## config.mk

```make
export PLATFORM = sky130hd
export DESIGN_NAME = updn_ctr_sequencer_flat
export DESIGN_NICKNAME = d
export VERILOG_FILES = /design/src/rtl/updn_ctr_sequencer_pkg.sv /design/src/rtl/updn_ctr_sequencer_if.sv /design/src/rtl/updn_ctr_sequencer_phase_cnt.sv /design/src/rtl/updn_ctr_sequencer.sv /design/src/flat_wrapper.sv
export SDC_FILE = /design/constraint.sdc
export NUM_CORES = 1
export LEC_CHECK = 0
export ABC_AREA = 1
export CORE_MARGIN = 3
export CORE_UTILIZATION = 51
export DETAILED_ROUTE_END_ITERATION = 16
export PLACE_DENSITY = 0.79
export SLEW_MARGIN = 40
export SYNTH_ARGS = -nofsm -noshare
export SYNTH_HDL_FRONTEND = slang
export SYNTH_HIERARCHICAL = 1
export SYNTH_SLANG_ARGS = --single-unit
```

## constraint.sdc

```tcl
create_clock -name clk -period 2.2 [get_ports clk]
set_input_delay 0.66 -clock clk [delete_from_list [all_inputs] [get_ports clk]]
set_output_delay 0.66 -clock clk [all_outputs]
set_load 0.005 [all_outputs]
```

## src/rtl/updn_ctr_sequencer_pkg.sv

```systemverilog
// Shared types for the up/down counter sweep sequencer: FSM states, default
// field widths and the captured command record.
package updn_seq_pkg;

  localparam int WIDTH_DEF = 4;
  localparam int LEN_W_DEF = 8;
  localparam int REP_W_DEF = 4;

  typedef enum logic [2:0] {
    IDLE,
    LOAD,
    UP,
    DOWN,
    DONE
  } state_e;

  typedef struct packed {
    logic [WIDTH_DEF-1:0] start;
    logic [LEN_W_DEF-1:0] up_len;
    logic [LEN_W_DEF-1:0] dn_len;
    logic [REP_W_DEF-1:0] reps;
  } cmd_t;

  // A repeat count of zero still runs one pass.
  function automatic logic [REP_W_DEF-1:0] eff_reps(input logic [REP_W_DEF-1:0] r);
    return (r == '0) ? REP_W_DEF'(1) : r;
  endfunction

endpackage

```

## src/rtl/updn_ctr_sequencer_if.sv

```systemverilog
// Command handshake bundle between the control register block (master) and
// the sweep sequencer (slave).
interface updn_ctr_sequencer_if
  import updn_seq_pkg::*;
#(
  parameter int WIDTH = WIDTH_DEF,
  parameter int LEN_W = LEN_W_DEF,
  parameter int REP_W = REP_W_DEF
);
  logic             cmd_valid;
  logic             cmd_ready;
  logic [WIDTH-1:0] cmd_start;
  logic [LEN_W-1:0] cmd_up_len;
  logic [LEN_W-1:0] cmd_dn_len;
  logic [REP_W-1:0] cmd_reps;

  modport master (
    output cmd_valid, cmd_start, cmd_up_len, cmd_dn_len, cmd_reps,
    input  cmd_ready
  );

  modport slave (
    input  cmd_valid, cmd_start, cmd_up_len, cmd_dn_len, cmd_reps,
    output cmd_ready
  );
endinterface

```

## src/rtl/updn_ctr_sequencer_phase_cnt.sv

```systemverilog
// Loadable phase-length down-counter; last_o flags the final cycle of a phase.
module updn_seq_phase_cnt #(
  parameter int LEN_W = 8
) (
  input  logic             clk,
  input  logic             rst_i,
  input  logic             load_i,
  input  logic [LEN_W-1:0] load_val_i,
  input  logic             dec_i,
  output logic             last_o
);

  logic [LEN_W-1:0] cnt_q;
  logic [LEN_W-1:0] cnt_d;

  always_comb begin
    cnt_d = cnt_q;
    if (load_i) begin
      cnt_d = load_val_i;
    end else if (dec_i && (cnt_q != '0)) begin
      cnt_d = cnt_q - LEN_W'(1);
    end
  end

  always_ff @(posedge clk) begin
    if (rst_i) begin
      cnt_q <= '0;
    end else begin
      cnt_q <= cnt_d;
    end
  end

  assign last_o = (cnt_q == LEN_W'(1));

endmodule

```

## src/rtl/updn_ctr_sequencer.sv

```systemverilog
// Drives a DW03_updn_ctr through load / up / down sweeps with repeat.
// Optional macro UPDN_SEQ_TERCNT_STOP_EN: stop on tercnt and flag wrap_stop.
module updn_ctr_sequencer
  import updn_seq_pkg::*;
#(
  parameter int WIDTH = WIDTH_DEF,
  parameter int LEN_W = LEN_W_DEF,
  parameter int REP_W = REP_W_DEF
) (
  input  logic                  clk,
  input  logic                  reset,
  updn_ctr_sequencer_if.slave   cmd,
  input  logic                  abort,
  output logic [WIDTH-1:0]      ctr_data,
  output logic                  ctr_load_n,
  output logic                  ctr_cen,
  output logic                  ctr_up_dn,
  input  logic                  ctr_tercnt,
  input  logic [WIDTH-1:0]      ctr_count,
  output logic                  busy,
  output logic                  done,
  output logic                  aborted
`ifdef UPDN_SEQ_TERCNT_STOP_EN
  ,
  output logic                  wrap_stop
`endif
);

  state_e           state_q, state_d;
  cmd_t             cmd_q;
  logic [REP_W-1:0] reps_left_q, reps_left_d;
  logic             aborted_q, aborted_d;
  logic [WIDTH-1:0] ctr_data_q, ctr_data_d;
  logic             ctr_load_n_q, ctr_load_n_d;
  logic             ctr_up_dn_q, ctr_up_dn_d;
`ifdef UPDN_SEQ_TERCNT_STOP_EN
  logic             wrap_q, wrap_d;
`endif

  logic             accept;
  logic             in_run;
  logic             stop_tc;
  logic             phase_last;
  logic             phase_end;
  logic             phase_load;
  logic [LEN_W-1:0] phase_val;
  state_e           restart;
  logic             unused_status;

  assign accept = cmd.cmd_valid & cmd.cmd_ready;
  assign in_run = (state_q == UP) || (state_q == DOWN);

`ifdef UPDN_SEQ_TERCNT_STOP_EN
  assign stop_tc = in_run & ctr_tercnt;
`else
  assign stop_tc = 1'b0;
`endif

  // Abort and terminal-count stop must suppress the count on this very edge.
  assign ctr_cen   = in_run & ~abort & ~stop_tc;
  assign phase_end = ctr_cen & phase_last;
  assign restart   = (cmd_q.up_len == '0) ? DOWN : UP;
  assign phase_val = (state_d == DOWN) ? cmd_q.dn_len : cmd_q.up_len;

  updn_seq_phase_cnt #(
    .LEN_W(LEN_W)
  ) u_phase_cnt (
    .clk       (clk),
    .rst_i     (reset),
    .load_i    (phase_load),
    .load_val_i(phase_val),
    .dec_i     (ctr_cen),
    .last_o    (phase_last)
  );

  always_comb begin
    state_d     = state_q;
    reps_left_d = reps_left_q;
    aborted_d   = aborted_q;
    phase_load  = 1'b0;
`ifdef UPDN_SEQ_TERCNT_STOP_EN
    wrap_d      = wrap_q;
`endif
    unique case (state_q)
      IDLE: begin
        if (accept) begin
          state_d   = LOAD;
          aborted_d = 1'b0;
`ifdef UPDN_SEQ_TERCNT_STOP_EN
          wrap_d    = 1'b0;
`endif
        end
      end
      LOAD: begin
        reps_left_d = eff_reps(cmd_q.reps);
        if (abort) begin
          state_d   = IDLE;
          aborted_d = 1'b1;
        end else if (cmd_q.up_len != '0) begin
          state_d    = UP;
          phase_load = 1'b1;
        end else if (cmd_q.dn_len != '0) begin
          state_d    = DOWN;
          phase_load = 1'b1;
        end else begin
          state_d = DONE;
        end
      end
      UP, DOWN: begin
        if (abort) begin
          state_d   = IDLE;
          aborted_d = 1'b1;
        end else if (stop_tc) begin
          state_d = DONE;
`ifdef UPDN_SEQ_TERCNT_STOP_EN
          wrap_d  = 1'b1;
`endif
        end else if (phase_end) begin
          if ((state_q == UP) && (cmd_q.dn_len != '0)) begin
            state_d    = DOWN;
            phase_load = 1'b1;
          end else if (reps_left_q == REP_W'(1)) begin
            state_d = DONE;
          end else begin
            reps_left_d = reps_left_q - REP_W'(1);
            state_d     = restart;
            phase_load  = 1'b1;
          end
        end
      end
      DONE:    state_d = IDLE;
      default: state_d = IDLE;
    endcase
  end

  // Pin values are registered so they line up with the state they serve.
  always_comb begin
    ctr_data_d   = accept ? cmd.cmd_start : ctr_data_q;
    ctr_load_n_d = (state_d != LOAD);
    ctr_up_dn_d  = (state_d != DOWN);
  end

  always_ff @(posedge clk) begin
    if (reset) begin
      state_q      <= IDLE;
      reps_left_q  <= '0;
      aborted_q    <= 1'b0;
      ctr_data_q   <= '0;
      ctr_load_n_q <= 1'b1;
      ctr_up_dn_q  <= 1'b1;
`ifdef UPDN_SEQ_TERCNT_STOP_EN
      wrap_q       <= 1'b0;
`endif
    end else begin
      state_q      <= state_d;
      reps_left_q  <= reps_left_d;
      aborted_q    <= aborted_d;
      ctr_data_q   <= ctr_data_d;
      ctr_load_n_q <= ctr_load_n_d;
      ctr_up_dn_q  <= ctr_up_dn_d;
`ifdef UPDN_SEQ_TERCNT_STOP_EN
      wrap_q       <= wrap_d;
`endif
    end
  end

  always_ff @(posedge clk) begin
    if (accept) begin
      cmd_q <= '{start:  cmd.cmd_start,
                 up_len: cmd.cmd_up_len,
                 dn_len: cmd.cmd_dn_len,
                 reps:   cmd.cmd_reps};
    end
  end

  assign cmd.cmd_ready = (state_q == IDLE);
  assign busy          = (state_q != IDLE);
  assign done          = (state_q == DONE);
  assign aborted       = aborted_q;
  assign ctr_data      = ctr_data_q;
  assign ctr_load_n    = ctr_load_n_q;
  assign ctr_up_dn     = ctr_up_dn_q;
`ifdef UPDN_SEQ_TERCNT_STOP_EN
  assign wrap_stop     = wrap_q;
`endif

  // Count value is observed by software elsewhere; tercnt only matters with the stop option.
  assign unused_status = ^{ctr_count, ctr_tercnt};

endmodule

```

## src/flat_wrapper.sv

```systemverilog
// flat-port wrapper written by rule: the top's interface ports become plain ports
module updn_ctr_sequencer_flat import updn_seq_pkg::*;
#(
  parameter int WIDTH = WIDTH_DEF,
  parameter int LEN_W = LEN_W_DEF,
  parameter int REP_W = REP_W_DEF
)
  (clk, reset, abort, ctr_data, ctr_load_n, ctr_cen, ctr_up_dn, ctr_tercnt, ctr_count, busy, done, aborted, cmd_cmd_valid, cmd_cmd_start, cmd_cmd_up_len, cmd_cmd_dn_len, cmd_cmd_reps, cmd_cmd_ready);
  updn_ctr_sequencer_if #(.WIDTH(WIDTH), .LEN_W(LEN_W), .REP_W(REP_W)) cmd_i ();
  input  logic clk;
  input  logic reset;
  input  logic abort;
  output logic [WIDTH-1:0] ctr_data;
  output logic ctr_load_n;
  output logic ctr_cen;
  output logic ctr_up_dn;
  input  logic ctr_tercnt;
  input  logic [WIDTH-1:0] ctr_count;
  output logic busy;
  output logic done;
  output logic aborted;
  input wire logic [$bits(cmd_i.cmd_valid)-1:0] cmd_cmd_valid;
  input wire logic [$bits(cmd_i.cmd_start)-1:0] cmd_cmd_start;
  input wire logic [$bits(cmd_i.cmd_up_len)-1:0] cmd_cmd_up_len;
  input wire logic [$bits(cmd_i.cmd_dn_len)-1:0] cmd_cmd_dn_len;
  input wire logic [$bits(cmd_i.cmd_reps)-1:0] cmd_cmd_reps;
  output wire logic [$bits(cmd_i.cmd_ready)-1:0] cmd_cmd_ready;
  assign cmd_i.cmd_valid = cmd_cmd_valid;
  assign cmd_i.cmd_start = cmd_cmd_start;
  assign cmd_i.cmd_up_len = cmd_cmd_up_len;
  assign cmd_i.cmd_dn_len = cmd_cmd_dn_len;
  assign cmd_i.cmd_reps = cmd_cmd_reps;
  assign cmd_cmd_ready = cmd_i.cmd_ready;
  updn_ctr_sequencer #(.WIDTH(WIDTH), .LEN_W(LEN_W), .REP_W(REP_W)) u_core (.clk(clk), .reset(reset), .cmd(cmd_i), .abort(abort), .ctr_data(ctr_data), .ctr_load_n(ctr_load_n), .ctr_cen(ctr_cen), .ctr_up_dn(ctr_up_dn), .ctr_tercnt(ctr_tercnt), .ctr_count(ctr_count), .busy(busy), .done(done), .aborted(aborted));
endmodule
```

==> results of run 1 <==
==> worst min path at each step <==
| stage | slack (ns) | endpoint | start |
|---|---|---|---|
| global placement | 0.45 | u_core/aborted | u_core/aborted |
| global route | 0.49 | u_core/aborted | u_core/aborted |
| finish | 0.46 | u_core/ctr_data[1] | u_core/ctr_data[1] |
| CTS | 0.47 | u_core/reps_left_q[1] | u_core/reps_left_q[1] |
| floorplan | 0.45 | u_core/reps_left_q[1] | u_core/reps_left_q[1] |
| detailed placement | 0.46 | u_core/reps_left_q[1] | u_core/reps_left_q[1] |
==> repair_timing <==
action / CTS / global route
pin swaps: 0 / 1
gates resized for setup: 3 / 3
setup endpoints to repair: 1 / 2
setup buffers: 1 / 0
==> synth_stat cells, drive strengths merged <==
cell type | n | area share [%]
nand2 | 89 | 17
nor2 | 49 | 9.4
nand3 | 33 | 7.8
inv | 31 | 5.2
dfxtp | 22 | 20
edfxtp | 20 | 27
a21oi | 13 | 2.9
o21ai | 11 | 3.3
ha | 5 | 2.8
clkbuf | 3 | 1.1
nand4 | 3 | 1.5
a22oi | 1 | 0.34
buf | 1 | 0.50
nand3b | 1 | 0.34
o21bai | 1 | 0.34
or2 | 1 | 0.28
xnor2 | 1 | 0.39
==> logic make-up (layout without fill, tap and decap cells) <==
| family | Yosys count | after routing | share of synthesized area, % |
|---|---|---|---|
| AND/OR/NAND/NOR | 176 | 176 | 36.7 |
| flip-flops | 42 | 42 | 46.5 |
| buffers and inverters | 35 | 89 | 6.81 |
| AO/OA/AOI/OAI | 26 | 26 | 6.87 |
| adder cells (fa/ha/maj) | 5 | 5 | 2.79 |
| XOR/XNOR | 1 | 1 | 0.391 |
==> stage by stage <==
step | setup slack (ns) | hold WS, ns | instances | setup TNS, ns
6_report | 0.0973 | 0.464 | 389 | 0
5_1_grt | -0.00810 | 0.486 | 389 | -0.00810
4_1_cts | 0.0552 | 0.471 | 389 | 0
3_5_place_dp | -0.337 | 0.459 | 380 | -1.55
3_3_place_gp | -0.298 | 0.448 | 380 | -1.09
2_1_floorplan | 0.441 | 0.445 | 285 | 0
==> flip-flops by register name, summed over array words and instances, names as in the netlist <==
name                      flops
u_core/ctr_load_n             1
u_core/reps_left_q            4
u_core/aborted                1
u_core/ctr_data               4
u_core/state_q                3
u_core/ctr_up_dn              1
u_core/cmd_q                 20
u_core/u_phase_cnt/cnt_q      8
==> metal layers <==
layer | track usage (%) | vias to the layer above | part of all wire (%)
met5 | 0 | - | 0
met4 | 6.89 | 0 | 1.9
met3 | 5.82 | 8 | 5.2
met2 | 31.0 | 40 | 47
met1 | 24.1 | 909 | 46
li1 | - | 1019 | -
==> worst register-to-register path: cells and delay by family (launching register included) <==
kind	cells	cell delay, ns
DFF	1	0.42
AOI/OAI and AO/OA	1	0.17
buffers and inverters	1	0.20
and+or+nand+nor	9	1.05
==> where the power goes <==
part           total [W]  internal (W)  switching, W
Sequential      0.000907      0.000873     0.0000339
Clock           0.000703      0.000449      0.000255
Combinational   0.000331      0.000156      0.000175
Total            0.00194       0.00148      0.000464
==> final cells by class <==
class	instances	area (um2)
Sequential cell	42	1040
Tap cell	50	62.6
Inverter	31	116
Clock buffer	5	68.8
Clock inverter	3	63.8
Multi-Input combinational cell	208	1050
Fill cell	348	1230
Timing Repair Buffer	50	485
==> run_results.csv, run 1 <==
group,metric,value,unit
placement,place_hpwl,3390,um
setup_path,cp-start-kind,"register",
timing,finalSetupViolations,0,
floorplan,ios,44,
detailed_routing,viasPerCell,5.08,
detailed_routing,first_pass_iters,4,
layout,area_delta_synth_final,28.8,%
global_route,grt_max_degree,26,
setup_path,path_delay_family,"buffers and inverters",
layout,fin_util,70.1,%
floorplan,dieWidth,72.3,um
placement,detailed_place.area,2740,um2
pwr,p_leak,1.25,nW
timing,finalClockSkew,0.00752,ns
detailed_routing,ant_nets,0,
clocking,numCtsBuffers,5,
layout,antennaDiodeCount,0,
floorplan,row_count,23,
global_route,overflow,0,
yosys,syn_avg_cell_area,7.86,um2
setup_path,r2r_end,"u_core/u_phase_cnt/cnt_q[5]",
run_status,status,"finished clean",
timing,relSlewSlack,67.6,%
layout,mostFrequentLayoutCells,"79 x nand2_1, 44 x nor2_1, 34 x clkdlybuf4s50_1",
setup_path,worstPathArrival,1.44,ns
worst_hold_path,hold_class,"register to register",
clocking,clk_latency,0.29,ns
pwr,p_per_area,673,nW/um2
yosys,syn_inst,285,
yosys,seq_area_frac_synth,46.5,%
placement,numPortBuffers,38,
timing,hold_viol,0,
detailed_routing,remaining_drc_errors,0,
pwr,p_total,0.00194,W
clocking,clk_pin_slew,0.07,ns
timing,fmax,476,MHz
placement,gp_congestion,0.836,
setup_path,path_class,"register to output pin",
yosys,ys_ff_latch,42,
setup_path,worstPathMaxFanout,5,
pwr,peakVddDrop,0.552,mV
setup_path,cp_cell_sequence,"inv_2 > nor2_1 > clkdlybuf4s50_1",
floorplan,fp.dieH,72.3,um
clocking,cts_hold_buf,0,
setup_path,ff2ff_path_depth,11,
yosys,netlist_area,2240,um2
yosys,synth-warning-count,6,
global_route,antenna_found_initial,0,
timing,period_minus_slack,2.10,ns
layout,final_common_cell,"nand2_1",
clocking,cts_buffer_depth,2,
detailed_routing,wl_per_cell,11.4,um
setup_path,critPathRequiredTime,1.54,ns
setup_path,crit_start,"u_core/state_q[2]",
setup_path,r2r_start,"u_core/cmd_q[10]",
clocking,cts-root-buf,"clkbuf_8",
detailed_routing,drt-total-wl,4440,um
yosys,syn-num-nets,323,
layout,layout-drive-gt1-share,13.9,%
setup_path,slowest_delay,0.51,ns
setup_path,cp_slowest_cell,"clkdlybuf4s50_1",
global_route,track_usage,19.1,%
worst_hold_path,min_path_cells,2,
timing,finalMaxSlewViolations,0,
yosys,ys_types,29,
floorplan,design.core.area,4120,um2
floorplan,die-area,5230,um2
setup_path,crit_cells,3,
detailed_routing,vias,1976,
global_route,grt_pass1_wl,7820,um
layout,final_cell_area,2890,um2
layout,final_nets,376,
clocking,cts.sinks,42,
run,maxCapViolCount,0,
detailed_routing,drt_iter0_drc,81,
clocking,ctsHtreeMaxLevel,2,
timing,period_share,95.6,%
floorplan,start_util,54.5,%
setup_path,worst-path-buf-inv,2,
setup_path,worstSetupEndpointType,"output pin",
clocking,cts_tree,"done",
setup_path,r2r_setup_slack,0.31,ns
timing,tightest_slew,0.485,ns
setup_path,crit_end,"done",
global_route,grt_pass1_vias,1816,
No activity file was read; power rests on OpenSTA's default activity.
==> run 2, diff against run 1 <==
- CORE_ASPECT_RATIO: default -> 1.1
- CORE_UTILIZATION: 51 -> 40
- PLACE_DENSITY: 0.79 -> default
==> run_results.csv, run 2 (synthesis results as in run 1) <==
group,metric,value,unit
layout,final_common_cell,"nand2_1",
floorplan,dieWidth,77.4,um
layout,antennaDiodeCount,0,
setup_path,worstPathMaxFanout,4,
setup_path,path_class,"register to output pin",
setup_path,cp_slowest_cell,"clkdlybuf4s50_1",
pwr,p_leak,1.24,nW
layout,mostFrequentLayoutCells,"79 x nand2_1, 43 x nor2_1, 35 x clkdlybuf4s50_1",
setup_path,critPathRequiredTime,1.54,ns
layout,multi_input_area,1050,um2
clocking,cts_tree,"done",
layout,stdcell_count,410,
floorplan,fp.dieH,84.5,um
timing,relSlewSlack,67.9,%
clocking,cts-root-buf,"clkbuf_8",
layout,final_nets,375,
detailed_routing,viasPerCell,4.59,
pwr,p_seq_share,46.5,%
placement,place_hpwl,3530,um
pwr,power_switching,0.000475,W
detailed_routing,drt-total-wl,4660,um
detailed_routing,vias,1882,
layout,regArea,1040,um2
pwr,sw_frac_of_total,24.3,%
clocking,ctsHtreeMaxLevel,2,
run_status,status,"finished clean",
clocking,numCtsBuffers,5,
timing,finalClockSkew,0.00379,ns
timing,tns,0,ns
clocking,clk_pin_slew,0.08,ns
setup_path,worstPathArrival,1.45,ns
timing,finalSetupViolations,0,
setup_path,cp-start-kind,"register",
clocking,clk_latency,0.29,ns
layout,final_cell_area,2900,um2
layout,regMostFlops,"u_core/cmd_q",
global_route,track_usage,14.9,%
timing,tightest_slew,0.480,ns
placement,detailed_place.area,2750,um2
pwr,p_int,0.00148,W
pwr,p_per_area,673,nW/um2
floorplan,row_count,27,
global_route,grt_pass1_wl,7960,um
clocking,cts_buffer_depth,2,
global_route,antenna_found_initial,0,
setup_path,ff2ff_path_depth,14,
global_route,overflow,0,
setup_path,slowest_delay,0.51,ns
detailed_routing,drt_iter0_drc,75,
worst_hold_path,min_path_cells,2,
layout,layout-drive-gt1-share,14.2,%
detailed_routing,first_pass_iters,4,
detailed_routing,ant_nets,0,
timing,fmax,473,MHz
global_route,grt_max_degree,26,
placement,numPortBuffers,38,
detailed_routing,wl_per_cell,11.4,um
layout,largest_registers,"u_core/cmd_q (20), u_core/u_phase_cnt/cnt_q (8)",
placement,gp_congestion,0.802,
setup_path,cp_cell_sequence,"nor2_1 > inv_1 > nor2_4 > clkdlybuf4s50_1",
layout,area_delta_synth_final,29.4,%
layout,largest_reg_flops,20,
timing,hold_viol,0,
global_route,grt_pass1_vias,1807,
floorplan,start_util,43.1,%
floorplan,ios,44,
timing,period_minus_slack,2.11,ns
placement,place_inst,401,
floorplan,die-area,6540,um2
floorplan,design.core.area,5200,um2
timing,period_share,96.1,%
run,maxCapViolCount,0,
clocking,cts_hold_buf,0,
clocking,cts.sinks,42,
pwr,combPwrFrac,16.9,%
setup_path,worstSetupEndpointType,"output pin",
pwr,clock_power_share,36.6,%
layout,nFillCells,546,
timing,finalMaxSlewViolations,0,
worst_hold_path,hold_class,"register to register",
pwr,peakVddDrop,0.482,mV
detailed_routing,remaining_drc_errors,0,
[run 2: changes by cell type in the layout (fill, tap and decap cells not counted), sizes merged]
| cell | before | now |
|---|---|---|
| buf | 12 | 11 |
| clkdlybuf4s50 | 34 | 35 |
| dlymetal6s2s | 2 | 1 |
[run 2: area by class of cell]
cell class | instances | share of cell area (%)
repair buffers | 49 | 16.0
multi-input cells | 208 | 36.4
clock inverters | 3 | 2.20
well taps | 72 | 3.11
inverters | 31 | 4.01
clock buffers | 5 | 2.37
flip-flops and latches | 42 | 36.0
[run 2: layer usage]
metal | global-route usage, % | routed length [um]
met5 | 0 | 0
met4 | 5.50 | 61
met3 | 2.58 | 159
met2 | 24.7 | 2170
met1 | 19.4 | 2270
[run 2: critical path: cells and delay by family (launching register included)]
kind	cells	cell delay, ns
flops	1	0.35
simple gates	2	0.21
buf+inv	2	0.60
[run 2: path summary, 6_finish.rpt]
check                                                  from                          end  slack (ns)
worst max-delay path                      u_core/state_q[0]                cmd_cmd_ready        0.09
worst max register to register  u_core/u_phase_cnt/cnt_q[3]  u_core/u_phase_cnt/cnt_q[7]        0.31
worst min register to register               u_core/aborted               u_core/aborted        0.46
worst min-delay path                         u_core/aborted               u_core/aborted        0.46
[run 2: power groups by stage]
| stage | clock network [W] | logic [W] | registers [W] |
|---|---|---|---|
| after detailed placement | 0 | 0.000329 | 0.000925 |
| after global routing | 0.000767 | 0.000377 | 0.000915 |
| after global placement | 0 | 0.000326 | 0.000923 |
| after CTS | 0.000732 | 0.000331 | 0.000907 |
| final | 0.000715 | 0.000330 | 0.000907 |
| after floorplan | 0 | 0.000214 | 0.000917 |
[run 2: per-stage QoR]
stage                     setup slack [ns]  utilization (%)  hold slack, ns  power, W
after global placement              -0.325             52.9           0.452   0.00125
final                               0.0860             55.7           0.463   0.00195
after CTS                           0.0627             55.5           0.468   0.00197
after floorplan                      0.441                -           0.445   0.00113
after global routing               -0.0119             55.7           0.484   0.00206
after detailed placement            -0.328             52.9           0.454   0.00125
[run 2: timing repair]
action | CTS | global route
buffers inserted | 1 | 0
pin swaps | 0 | 0
endpoints found under the setup margin | 1 | 5
resized for setup | 3 | 5
==> run 3, diff against run 2 <==
- CTS_CLUSTER_SIZE: default -> 25
==> results of run 3 <==
Final layout, timing and power as in run 2 (identical DEF).
